`config.mk`:
```
export PLATFORM = sky130hd
export DESIGN_NAME = mult_seq
export DESIGN_NICKNAME = d
export VERILOG_FILES = /design/src/rtl/mult_seq.sv
export SDC_FILE = /design/constraint.sdc
export NUM_CORES = 1
export LEC_CHECK = 0
export CAP_MARGIN = 25
export CORE_MARGIN = 3
export CORE_UTILIZATION = 55
export CTS_CLUSTER_SIZE = 28
export DETAILED_ROUTE_END_ITERATION = 12
export PLACE_DENSITY = 0.75
export SYNTH_ARGS = -nofsm -noshare
export SYNTH_HDL_FRONTEND = slang
export SYNTH_SLANG_ARGS = --single-unit
```
`constraint.sdc`:
```
create_clock -name clk -period 4.52 [get_ports clk]
set_input_delay 0.904 -clock clk [delete_from_list [all_inputs] [get_ports clk]]
set_output_delay 0.904 -clock clk [all_outputs]
set_load 0.03 [all_outputs]
```
`src/rtl/mult_seq.sv`:
```
// Iterative shift-add RV32M/RV64M multiplier (MUL/MULH/MULHSU/MULHU), RADIX_BITS multiplier bits per cycle.
// Optional feature: MULT_ZERO_BYPASS_EN shortcuts zero operands straight to the finalize cycle.
module mult_seq #(
  parameter int DATA_WIDTH = 32,
  parameter int RADIX_BITS = 1
) (
  input  logic                  clk,
  input  logic                  rst_n,
  input  logic                  flush,
  input  logic                  in_valid,
  output logic                  in_ready,
  input  logic [1:0]            mul_op,
  input  logic [DATA_WIDTH-1:0] data_a,
  input  logic [DATA_WIDTH-1:0] data_b,
  output logic                  out_valid,
  input  logic                  out_ready,
  output logic [DATA_WIDTH-1:0] result
);

  localparam int N  = DATA_WIDTH / RADIX_BITS;
  localparam int CW = $clog2(N + 1);
  localparam int PW = 2 * DATA_WIDTH;
  localparam logic [CW-1:0] LAST = CW'(N);

  typedef enum logic [1:0] {
    IDLE = 2'd0,
    BUSY = 2'd1,
    DONE = 2'd2
  } state_t;

  state_t                  state_r, state_s;
  logic [1:0]              op_r;
  logic                    sign_r;
  logic [PW-1:0]           mcand_r;
  logic [DATA_WIDTH-1:0]   mplier_r;
  logic [CW-1:0]           count_r;
  logic [PW-1:0]           acc_r;
  logic [DATA_WIDTH-1:0]   result_r;

  logic                    accept_s;
  logic                    last_s;
  logic                    bypass_s;
  logic                    a_neg_s, b_neg_s;
  logic [DATA_WIDTH-1:0]   a_mag_s, b_mag_s;
  logic [PW-1:0]           acc_add_s;
  logic [PW-1:0]           prod_s;
  logic [DATA_WIDTH-1:0]   result_s;

  // Request decode: operand signs, magnitudes and acceptance.
  always_comb begin
    accept_s = in_valid && (state_r == IDLE) && !flush;
    last_s   = (count_r == LAST);
    a_neg_s  = data_a[DATA_WIDTH-1] && ((mul_op == 2'b01) || (mul_op == 2'b10));
    b_neg_s  = data_b[DATA_WIDTH-1] && (mul_op == 2'b01);
    if (a_neg_s) begin
      a_mag_s = (~data_a) + {{(DATA_WIDTH-1){1'b0}}, 1'b1};
    end else begin
      a_mag_s = data_a;
    end
    if (b_neg_s) begin
      b_mag_s = (~data_b) + {{(DATA_WIDTH-1){1'b0}}, 1'b1};
    end else begin
      b_mag_s = data_b;
    end
`ifdef MULT_ZERO_BYPASS_EN
    bypass_s = (data_a == {DATA_WIDTH{1'b0}}) || (data_b == {DATA_WIDTH{1'b0}});
`else
    bypass_s = 1'b0;
`endif
  end

  // One radix step of partial products plus the signed, half-selected final value.
  always_comb begin
    acc_add_s = acc_r;
    for (int i = 0; i < RADIX_BITS; i++) begin
      if (mplier_r[i]) begin
        acc_add_s = acc_add_s + (mcand_r << i);
      end else begin
        acc_add_s = acc_add_s;
      end
    end
    if (sign_r) begin
      prod_s = (~acc_r) + {{(PW-1){1'b0}}, 1'b1};
    end else begin
      prod_s = acc_r;
    end
    if (op_r == 2'b00) begin
      result_s = prod_s[DATA_WIDTH-1:0];
    end else begin
      result_s = prod_s[PW-1:DATA_WIDTH];
    end
  end

  // State register.
  always_ff @(posedge clk or negedge rst_n) begin
    if (!rst_n) begin
      state_r <= IDLE;
    end else begin
      state_r <= state_s;
    end
  end

  // Next-state logic; flush wins over everything.
  always_comb begin
    state_s = state_r;
    case (state_r)
      IDLE: begin
        if (accept_s) begin
          state_s = BUSY;
        end else begin
          state_s = IDLE;
        end
      end
      BUSY: begin
        if (last_s) begin
          state_s = DONE;
        end else begin
          state_s = BUSY;
        end
      end
      DONE: begin
        if (out_ready) begin
          state_s = IDLE;
        end else begin
          state_s = DONE;
        end
      end
      default: state_s = IDLE;
    endcase
    if (flush) begin
      state_s = IDLE;
    end else begin
      state_s = state_s;
    end
  end

  // Handshake outputs decoded from the state register.
  always_comb begin
    in_ready  = 1'b0;
    out_valid = 1'b0;
    case (state_r)
      IDLE:    in_ready  = 1'b1;
      DONE:    out_valid = 1'b1;
      default: begin
        in_ready  = 1'b0;
        out_valid = 1'b0;
      end
    endcase
  end

  // Datapath: latch operands, iterate, then register the selected half one cycle after the last step.
  always_ff @(posedge clk or negedge rst_n) begin
    if (!rst_n) begin
      op_r     <= 2'b00;
      sign_r   <= 1'b0;
      mcand_r  <= {PW{1'b0}};
      mplier_r <= {DATA_WIDTH{1'b0}};
      count_r  <= {CW{1'b0}};
      acc_r    <= {PW{1'b0}};
      result_r <= {DATA_WIDTH{1'b0}};
    end else if (flush) begin
      result_r <= result_r;
    end else begin
      case (state_r)
        IDLE: begin
          if (accept_s) begin
            op_r     <= mul_op;
            sign_r   <= a_neg_s ^ b_neg_s;
            mcand_r  <= {{DATA_WIDTH{1'b0}}, a_mag_s};
            acc_r    <= {PW{1'b0}};
            if (bypass_s) begin
              mplier_r <= {DATA_WIDTH{1'b0}};
              count_r  <= LAST;
            end else begin
              mplier_r <= b_mag_s;
              count_r  <= {CW{1'b0}};
            end
          end else begin
            count_r <= count_r;
          end
        end
        BUSY: begin
          if (last_s) begin
            result_r <= result_s;
          end else begin
            acc_r    <= acc_add_s;
            mplier_r <= mplier_r >> RADIX_BITS;
            mcand_r  <= mcand_r << RADIX_BITS;
            count_r  <= count_r + {{(CW-1){1'b0}}, 1'b1};
          end
        end
        default: begin
          result_r <= result_r;
        end
      endcase
    end
  end

  assign result = result_r;

endmodule

```
# Word-level counts from Yosys, hierarchy flattened
# Index checks and enable logic that the tools add are counted.
# totals
input_bits,71
output_inout_bits,34
wordCells,63
register_bits,203
# classes
mux,24
bitwise_logic,5
addsub,5
reduce_logical,13
eq_ne,8
# op_table
operator,n
2-to-1 mux 64 bit,6
one-hot mux 64 bit (2 select lines),2
2-to-1 mux 32 bit,5
"adder 32 x 1 -> 32 bit, second input constant",2
"adder 64 x 1 -> 64 bit, second input constant",1
adder 64 bit,1
inverter 32 bit,2
inverter 64 bit,1
one-hot mux 32 bit (2 select lines),1
2-to-1 mux 6 bit,2
one-hot mux 6 bit (2 select lines),1
"adder 6 x 1 -> 6 bit, second input constant",1
"== test 6 bit, second input constant",1
2-to-1 mux 2 bit,3
"inequality test 2 bit, second input constant",3
one-hot mux 2 bit (3 select lines),1
AND reduction 3 bit,2
AND reduction 5 bit,1
"== test 2 x 1 -> 1 bit, second input constant",2
"== test 2 bit, second input constant",2
logical AND 1 bit,4
zero test 2 bit,2
AND reduction 4 bit,1
2-to-1 mux 1 bit,3
other kinds (5),5

# Depth between registers and ports, before layout
# Gate-level depths: netlist of the first run.
# logic_depth
depth_word,6
ltp_mapped,12
depth_no_buf,12

# Worst setup path after synthesis of the first run
# No wires, ideal clock.
# synth_timing
path_type,register to register
startpoint,register acc_r[49]
endpoint,register result_r[31] (netlist: result[31])
t_required_ps,4381
path_buffers,0
period_less_slack_ps,3260
path_slack_ps,1260
path_stages_with_launch,9
arrival_time_ps,3120
cell_sequence,dfrtp_1 or4_4 or4b_4 or4_4 or3_4 or4_4 o31ai_2 xor2_1 a31oi_1
# synth_between
elab_chain_len,4
# synth_lines
item,line,text
start: declaration,37,logic [PW-1:0] acc_r;
start signal: assignment,159,acc_r <= {PW{1'b0}};
start signal: assignment,170,acc_r <= {PW{1'b0}};
start signal: assignment,186,acc_r <= acc_add_s;
inverter 64 bit,83,"prod_s = (~acc_r) + {{(PW-1){1'b0}}, 1'b1};"
adder 64 x 1 -> 64 bit,83,
2-to-1 mux 64 bit,82,if (sign_r) begin
2-to-1 mux 32 bit,87,if (op_r == 2'b00) begin
end signal: assignment,160,result_r <= {DATA_WIDTH{1'b0}};
end signal: assignment,162,result_r <= result_r;
end signal: assignment,184,result_r <= result_s;
end: declaration,38,logic [DATA_WIDTH-1:0] result_r;
# No other way between the ends.
# A chain may end at the register's enable or synchronous reset.

# Final worst setup path of the first run
# layout_timing
startpoint,register acc_r[0]
endpoint,register acc_r[62]
# layout_between
elab_chain_len,4
# layout_lines
item,line,text
adder 64 bit,77,acc_add_s = acc_add_s + (mcand_r << i);
2-to-1 mux 64 bit,76,if (mplier_r[i]) begin
2-to-1 mux 64 bit,183,if (last_s) begin
one-hot mux 64 bit (2 select lines),164,case (state_r)
# No other way between the ends. The select of a mux whose other input is x is not followed.

==> results of run 1 <==
==> report_power, final <==
| part | internal, mW | switching [mW] |
|---|---|---|
| Combinational | 1.02 | 1.53 |
| Clock | 1.12 | 0.818 |
| Sequential | 2.06 | 0.389 |
| Total | 4.20 | 2.74 |
==> cell usage after synthesis, types with 5 or more instances <==
cell type | count | area, um^2
inv_1 | 32 | 120.1
ha_1 | 69 | 863.3
o21bai_1 | 10 | 75.07
nor3_1 | 31 | 155.2
and2_1 | 8 | 50.05
or2_2 | 10 | 62.56
nor4_1 | 9 | 56.30
o21ai_0 | 234 | 1171
o41ai_1 | 17 | 148.9
and3_1 | 13 | 81.33
buf_1 | 7 | 26.28
a21oi_1 | 177 | 885.9
xor2_1 | 72 | 630.6
xnor2_1 | 100 | 875.8
o31ai_1 | 30 | 225.2
and4_1 | 5 | 43.79
nand3_1 | 50 | 250.2
clkbuf_1 | 92 | 345.3
or3_1 | 23 | 143.9
nand4_1 | 23 | 143.9
o21a_1 | 7 | 52.55
a31oi_1 | 18 | 112.6
or4_4 | 5 | 56.30
o2111ai_1 | 6 | 52.55
a22o_1 | 12 | 105.1
or4_1 | 8 | 60.06
nand2b_1 | 18 | 112.6
nor2_1 | 138 | 518.0
a21o_1 | 32 | 240.2
o211ai_1 | 9 | 67.56
dfrtp_1 | 203 | 5080
nand2_1 | 311 | 1167
nor2b_1 | 16 | 100.1
==> registers in the layout (all words and copies together), names as in the netlist <==
register and count:
acc_r 64, mcand_r 64, mplier_r 32, result 32, count_r 6, op_r 2, state_r 2, sign_r 1
==> worst reg2reg max path, stage by stage, from the launching register on <==
cell and delay, ns:
dfrtp_1 0.41, ha_1 0.22, inv_1 0.06, fa_1 0.38
nor2b_1 0.21, o2111ai_1 0.19, a21boi_0 0.50, or2_2 0.25
o311ai_0 0.15, buf_4 0.22, a21boi_0 0.37, o2111ai_1 0.20
a21o_1 0.21, a32o_1 0.25
==> path summary, 6_finish.rpt <==
kind                                 start          to  slack (ns)  depth (start not counted)
min in group clk                result[30]  result[30]        0.47                          2
worst min register to register  result[30]  result[30]        0.47                          2
worst max register to register    acc_r[0]   acc_r[62]        0.77                         13
worst max-delay path              acc_r[0]   acc_r[62]        0.77                         13
worst min-delay path                 rst_n   acc_r[19]        0.20                          1
max in group asynchronous            rst_n  result[21]        3.24                          3
==> cells by family after synthesis <==
| kind of cell | Yosys count |
|---|---|
| AOI/OAI and AO/OA | 600 |
| DFF | 203 |
| xor gates and xnor gates | 172 |
| and+or+nand+nor | 683 |
| adders and majority gates | 70 |
| buffers and inverters | 132 |
| muxes | 4 |
==> cell type report <==
| class | count | area, um^2 | share of cell area |
|---|---|---|---|
| multi-input combinational | 1529 | 9153 | 0.5438 |
| timing repair buffer | 127 | 1275 | 0.07575 |
| tap | 335 | 419.2 | 0.02490 |
| inverter | 33 | 123.9 | 0.007360 |
| sequential | 203 | 5081 | 0.3019 |
| clock inverter | 12 | 101.3 | 0.006021 |
| clock buffer | 31 | 678.2 | 0.04029 |
==> metal layers <==
metal	share of wire	track usage	vias up
met2	0.44	0.4854	564
met4	0.026	0.07824	0
li1	-	-	6769
met5	0	0	-
met1	0.45	0.4596	6766
met3	0.081	0.05008	74
==> out/results.ini, run 1 <==
[run_status]
status = completed

[clock_tree]
holdBufCountCts = 0
clk_pin_slew_ns = 0.06
cts_tree = yes
clockBufferDepth = 3
cts_sinks = 203
post_cts_sizing = 0
postCtsSetupRepairBufs = 0
cts_inserted_buffers = 24
ctsRootBufferMaster = clkbuf_16
ctsHtreeMaxLevel = 1
clock_latency_at_the_later_pin_of_the_worst_skew_pair_ns = 0.53

[logic_synthesis]
main_combinational_cell_family_by_area_after_synthesis = compound AO/OA/AOI/OAI gates
yosys.area_share.simple = 0.2141
yosys-mux-area-fraction = 0.002808
postSynth.topFlopCell = dfrtp_1
compound_gate_portion_of_the_synthesized_area = 0.2415
synth-adder-area-share = 0.06006
post_synth_xor_area_fraction = 0.1024
count_of_yosys_warnings_during_synthesis = 0
synth.lib_cells_used.distinct = 71
post_synth_instance_area_um2 = 14710
seq_area_frac_synth = 0.3454
number_of_enable_type_register_cells_in_the_synthesized_netlist = 0
synth_fp_nets = 2005
postSynth.asyncResetShare = 1.000
synth-seq-cells = 203
syn-mean-instance-area_um2 = 7.890
post_synth_inst_count = 1864

[sta]
hold-worst-slack_ns = 0.2027
tightestPinTransition_ns = 1.029
grt_setup_unrepaired = no
finalSetupViolCount = 0
finalWorstPathRequiredPeriod_ns = 3.753
final.setup_skew_ns = 0.01244
final_min_period_over_clock_period = 0.8303
peak_clock_frequency_supported_by_timing_mhz = 266.5
relSlewSlack = 0.3142
setup_ws_ns = 0.7672
drv_slew = 0
timing.final.hold_violations = 0
fin_tns_setup_ns = 0

[floorplanning]
dieHeight_um = 169.5
fp-row-count = 59
die-width_um = 169.5
num_io_pins = 105
core_um2 = 26210
design.die.area_um2 = 28740
floorplan.initialDensity = 0.5612

[routing]
drt_first_pass_iters = 6
drt_wl_total_mm = 45.09
detail_route.vias_per_cell = 6.244
vias = 14173
drt-wirelength-per-cell_um = 19.86
final_antenna_net_count = 0
iter_0_drt_violations = 1354
route.detailed.drc = 0

[power]
power_mw = 6.935
power.leakage_nw = 7.386
power_per_cell_area_nw_per_um2 = 412.0
vdd_ir_drop_max_uv = 300.3

[worst_setup_path]
longest_individual_stage_delay_on_the_worst_path_ns = 0.50
path_max_fanout = 5
cp.required_ns = 4.93
worstPathCellList = ha_1 > inv_1 > fa_1 > nor2b_1 > o2111ai_1 > a21boi_0 > or2_2 > o311ai_0 > buf_4 > a21boi_0 > o2111ai_1 > a21o_1 > a32o_1
worst_setup_path_start_kind = flip-flop
timing_worst_setup_path_type = reg -> reg
slowest_stage = a21boi_0
cp_num_buf_inv = 2
crit_path_end_kind = flip-flop
critical_path.top_delay_family = compound AO/OA/AOI/OAI gates
cp.arrival_ns = 4.17

[grt]
grt_first_pass_wirelength_mm = 72.43
grt_start_max_net_pins = 152
grt.total_usage = 0.3126
first_global_vias = 13362
globalRouteOverflowTotal = 0
number_of_antenna_violations_at_the_first_check_in_global_routing = 0

[placement]
port_buffers = 104
place_hpwl_mm = 33.00
detailed_place.area_um2 = 16020
finalWeightedCongestion = 0.9843
post-place-cells = 2226
dp_worst_setup_slack_ns = 0.5602

[finish]
mostFrequentLayoutCells = nand2_1, o21ai_0, dfrtp_1, a21oi_1, nor2_1
post_route_cells_drive_above_1_share = 0.04961
layout.filler_cells = 2316
synthToLayoutAreaGrowth_pct = 14.45
stdcell_area_um2 = 16830
finalNetCount = 2059
layout.cells.most_common = nand2_1
layout.core_utilization = 0.6423
finalNonFillerCells = 2270
diodes = 0

[worst_hold_path]
hold_class = in -> async

[run]
max_cap_violations = 0

Power figures use the tool's default switching activity.
==> run 2, diff against run 1 <==
Settings changed: PLACE_DENSITY 0.75 to 0.78.
Clock period 4.52 ns to 3.45 ns, I/O delays scaled along.
==> run 2 against run 1 <==
Net effect: maximum frequency is 9.7% higher; global-route usage down 0.13 points; critical path type unchanged; cell area grew 3.1%; sequential power grew 28%; combinational power is 41% higher; clock skew increased by 0.023 ns; hold slack lost 0.011 ns; flip-flop and latch count unchanged; clock power is 37% higher; power rose by 35%; sequential share of layout area down 0.91 points; largest cell class unchanged.
==> out/results.ini, run 2 (synthesis gave the netlist of run 1 again) <==
[finish]
layout.cells.most_common = nand2_1
synthToLayoutAreaGrowth_pct = 17.99
multi_input_area_um2 = 9183  ; +0.33%
diodes = 0  ; unchanged
layout.filler_cells = 2221  ; -4.1%
ff_latch_area_um2 = 5081  ; unchanged
mostFrequentLayoutCells = nand2_1, o21ai_0, dfrtp_1, a21oi_1, nor2_1
finalNonFillerCells = 2332  ; +2.7%
post_route_cells_drive_above_1_share = 0.08162  ; +0.03201
biggestRegsByFlops = acc_r (64), mcand_r (64)
stdcell_area_um2 = 17350  ; +3.1%
finalNetCount = 2120  ; +3.0%

[clock_tree]
cts_tree = yes
clock_latency_at_the_later_pin_of_the_worst_skew_pair_ns = 0.55  ; +0.02 ns
cts_inserted_buffers = 24  ; unchanged
ctsRootBufferMaster = clkbuf_16
cts_sinks = 203  ; unchanged
clk_pin_slew_ns = 0.06  ; about the same
clockBufferDepth = 3  ; unchanged
ctsHtreeMaxLevel = 1  ; unchanged

[placement]
port_buffers = 104  ; unchanged
finalWeightedCongestion = 0.9979  ; +1.4%
detailed_place.area_um2 = 16490  ; +2.9%
post-place-cells = 2288  ; +2.8%
place_hpwl_mm = 34.36  ; +4.1%
dp_worst_setup_slack_ns = -0.01657  ; -0.5768 ns

[routing]
drt_first_pass_iters = 6  ; unchanged
drt_wl_total_mm = 45.19  ; +0.22%
final_antenna_net_count = 0  ; unchanged
vias = 14415  ; +1.7%
drt-wirelength-per-cell_um = 19.38  ; -2.4%
detail_route.vias_per_cell = 6.181  ; -1.0%
iter_0_drt_violations = 1492  ; +10%
route.detailed.drc = 0  ; unchanged

[floorplanning]
floorplan.initialDensity = 0.5612  ; unchanged
dieHeight_um = 169.5  ; unchanged
num_io_pins = 105  ; unchanged
core_um2 = 26210  ; unchanged
fp-row-count = 59  ; unchanged
die-width_um = 169.5  ; unchanged
design.die.area_um2 = 28740  ; unchanged

[sta]
relSlewSlack = 0.4994  ; +0.1852
fin_tns_setup_ns = 0  ; unchanged
finalWorstPathRequiredPeriod_ns = 3.420  ; -0.3329 ns
drv_slew = 0  ; unchanged
tightestPinTransition_ns = 0.7509  ; -0.2778 ns
grt_setup_unrepaired = yes
timing.final.hold_violations = 0  ; unchanged
finalSetupViolCount = 0  ; unchanged
final.setup_skew_ns = 0.03589  ; +0.02345 ns
peak_clock_frequency_supported_by_timing_mhz = 292.4  ; +9.7%
setup_ws_ns = 0.03002  ; -0.7371 ns
final_min_period_over_clock_period = 0.9913  ; +0.1610

[power]
power_per_cell_area_nw_per_um2 = 540.7  ; +31%
switchingPower_mw = 3.604  ; +32%
vdd_ir_drop_max_uv = 314.4  ; +4.7%
power.switching_fraction = 0.3841  ; -0.01049
seq_power_share = 0.334  ; -0.019
combPwrFrac = 0.383  ; +0.015
power.leakage_nw = 7.730  ; +4.7%
intPower_mw = 5.779  ; +38%
power_frac_clock = 0.283  ; +0.004

[worst_setup_path]
crit_path_end_kind = flip-flop
worst_setup_path_start_kind = flip-flop
cp.required_ns = 3.86  ; -1.07 ns
cp.arrival_ns = 3.83  ; -0.34 ns
path_max_fanout = 4  ; -1
timing_worst_setup_path_type = reg -> reg
worst_r2r_path_depth = 8  ; -5

[grt]
number_of_antenna_violations_at_the_first_check_in_global_routing = 0  ; unchanged
groute.layer.met2.usage = 0.4861  ; +0.0006987
grt_first_pass_wirelength_mm = 72.42  ; about the same
grt_start_max_net_pins = 152  ; unchanged
grt.total_usage = 0.3113  ; -0.001275
globalRouteOverflowTotal = 0  ; unchanged
first_global_vias = 13560  ; +1.5%
globalRouteMet1Util = 0.4501  ; -0.009521
use_met3 = 0.04705  ; -0.003028
most_used_routing_layer_in_global_routing = met2

[worst_hold_path]
hold_class = in -> async

[run_status]
status = completed

[run]
max_cap_violations = 0  ; unchanged

run 2: stage by stage:
step | power [mW] | util | hold slack (ns)
final | 9.383 | 0.6622 | 0.1912
after global routing | 9.911 | 0.6622 | 0.2363
after CTS | 9.335 | 0.6610 | 0.2195
after detailed placement | 6.668 | 0.6292 | 0.4555
after global placement | 6.590 | 0.6292 | 0.4509
after floorplan | 5.456 | - | 0.3944
run 2: layer usage:
layer | part of all wire | wire, um
met1 | 0.45 | 20140
met2 | 0.44 | 20070
met3 | 0.080 | 3611
met4 | 0.030 | 1370
met5 | 0 | 0
run 2: worst max-delay path, stage by stage (launching register included):
cell and delay (ns):
dfrtp_1 0.38, or4_4 0.56, or4b_4 0.53, or4_4 0.46, or3_4 0.37, or4_4 0.46
o31ai_4 0.25, xor2_1 0.16, a31oi_1 0.09
run 2: worst paths after layout:
kind | from | endpoint | slack [ns]
max in group asynchronous | rst_n | mcand_r[20] | 2.35
min in group clk | result[7] | result[7] | 0.46
min | rst_n | acc_r[16] | 0.19
min reg2reg | result[7] | result[7] | 0.46
max | acc_r[49] | result[31] | 0.03
max reg2reg | acc_r[49] | result[31] | 0.03
run 2: timing repair:
action                                  CTS  global route
endpoints found under the setup margin    0            11
hold buffers                              0             0
resized for setup                         0            10
setup buffers                             0             0
run 2: layout make-up:
type	instances	area share
multi-input combinational	1529	0.5292
clock buffer	35	0.04160
timing repair buffer	188	0.09871
sequential	203	0.2928
clock inverter	9	0.006417
inverter	33	0.007138
tap	335	0.02415
run 2: power by group through the flow:
stage / Clock, mW / Combinational, mW / Sequential [mW]
after floorplan: 0 / 2.44 / 3.02
after global placement: 0 / 3.45 / 3.14
after detailed placement: 0 / 3.51 / 3.16
after CTS: 2.68 / 3.54 / 3.12
after global routing: 2.77 / 3.97 / 3.17
final: 2.65 / 3.60 / 3.13
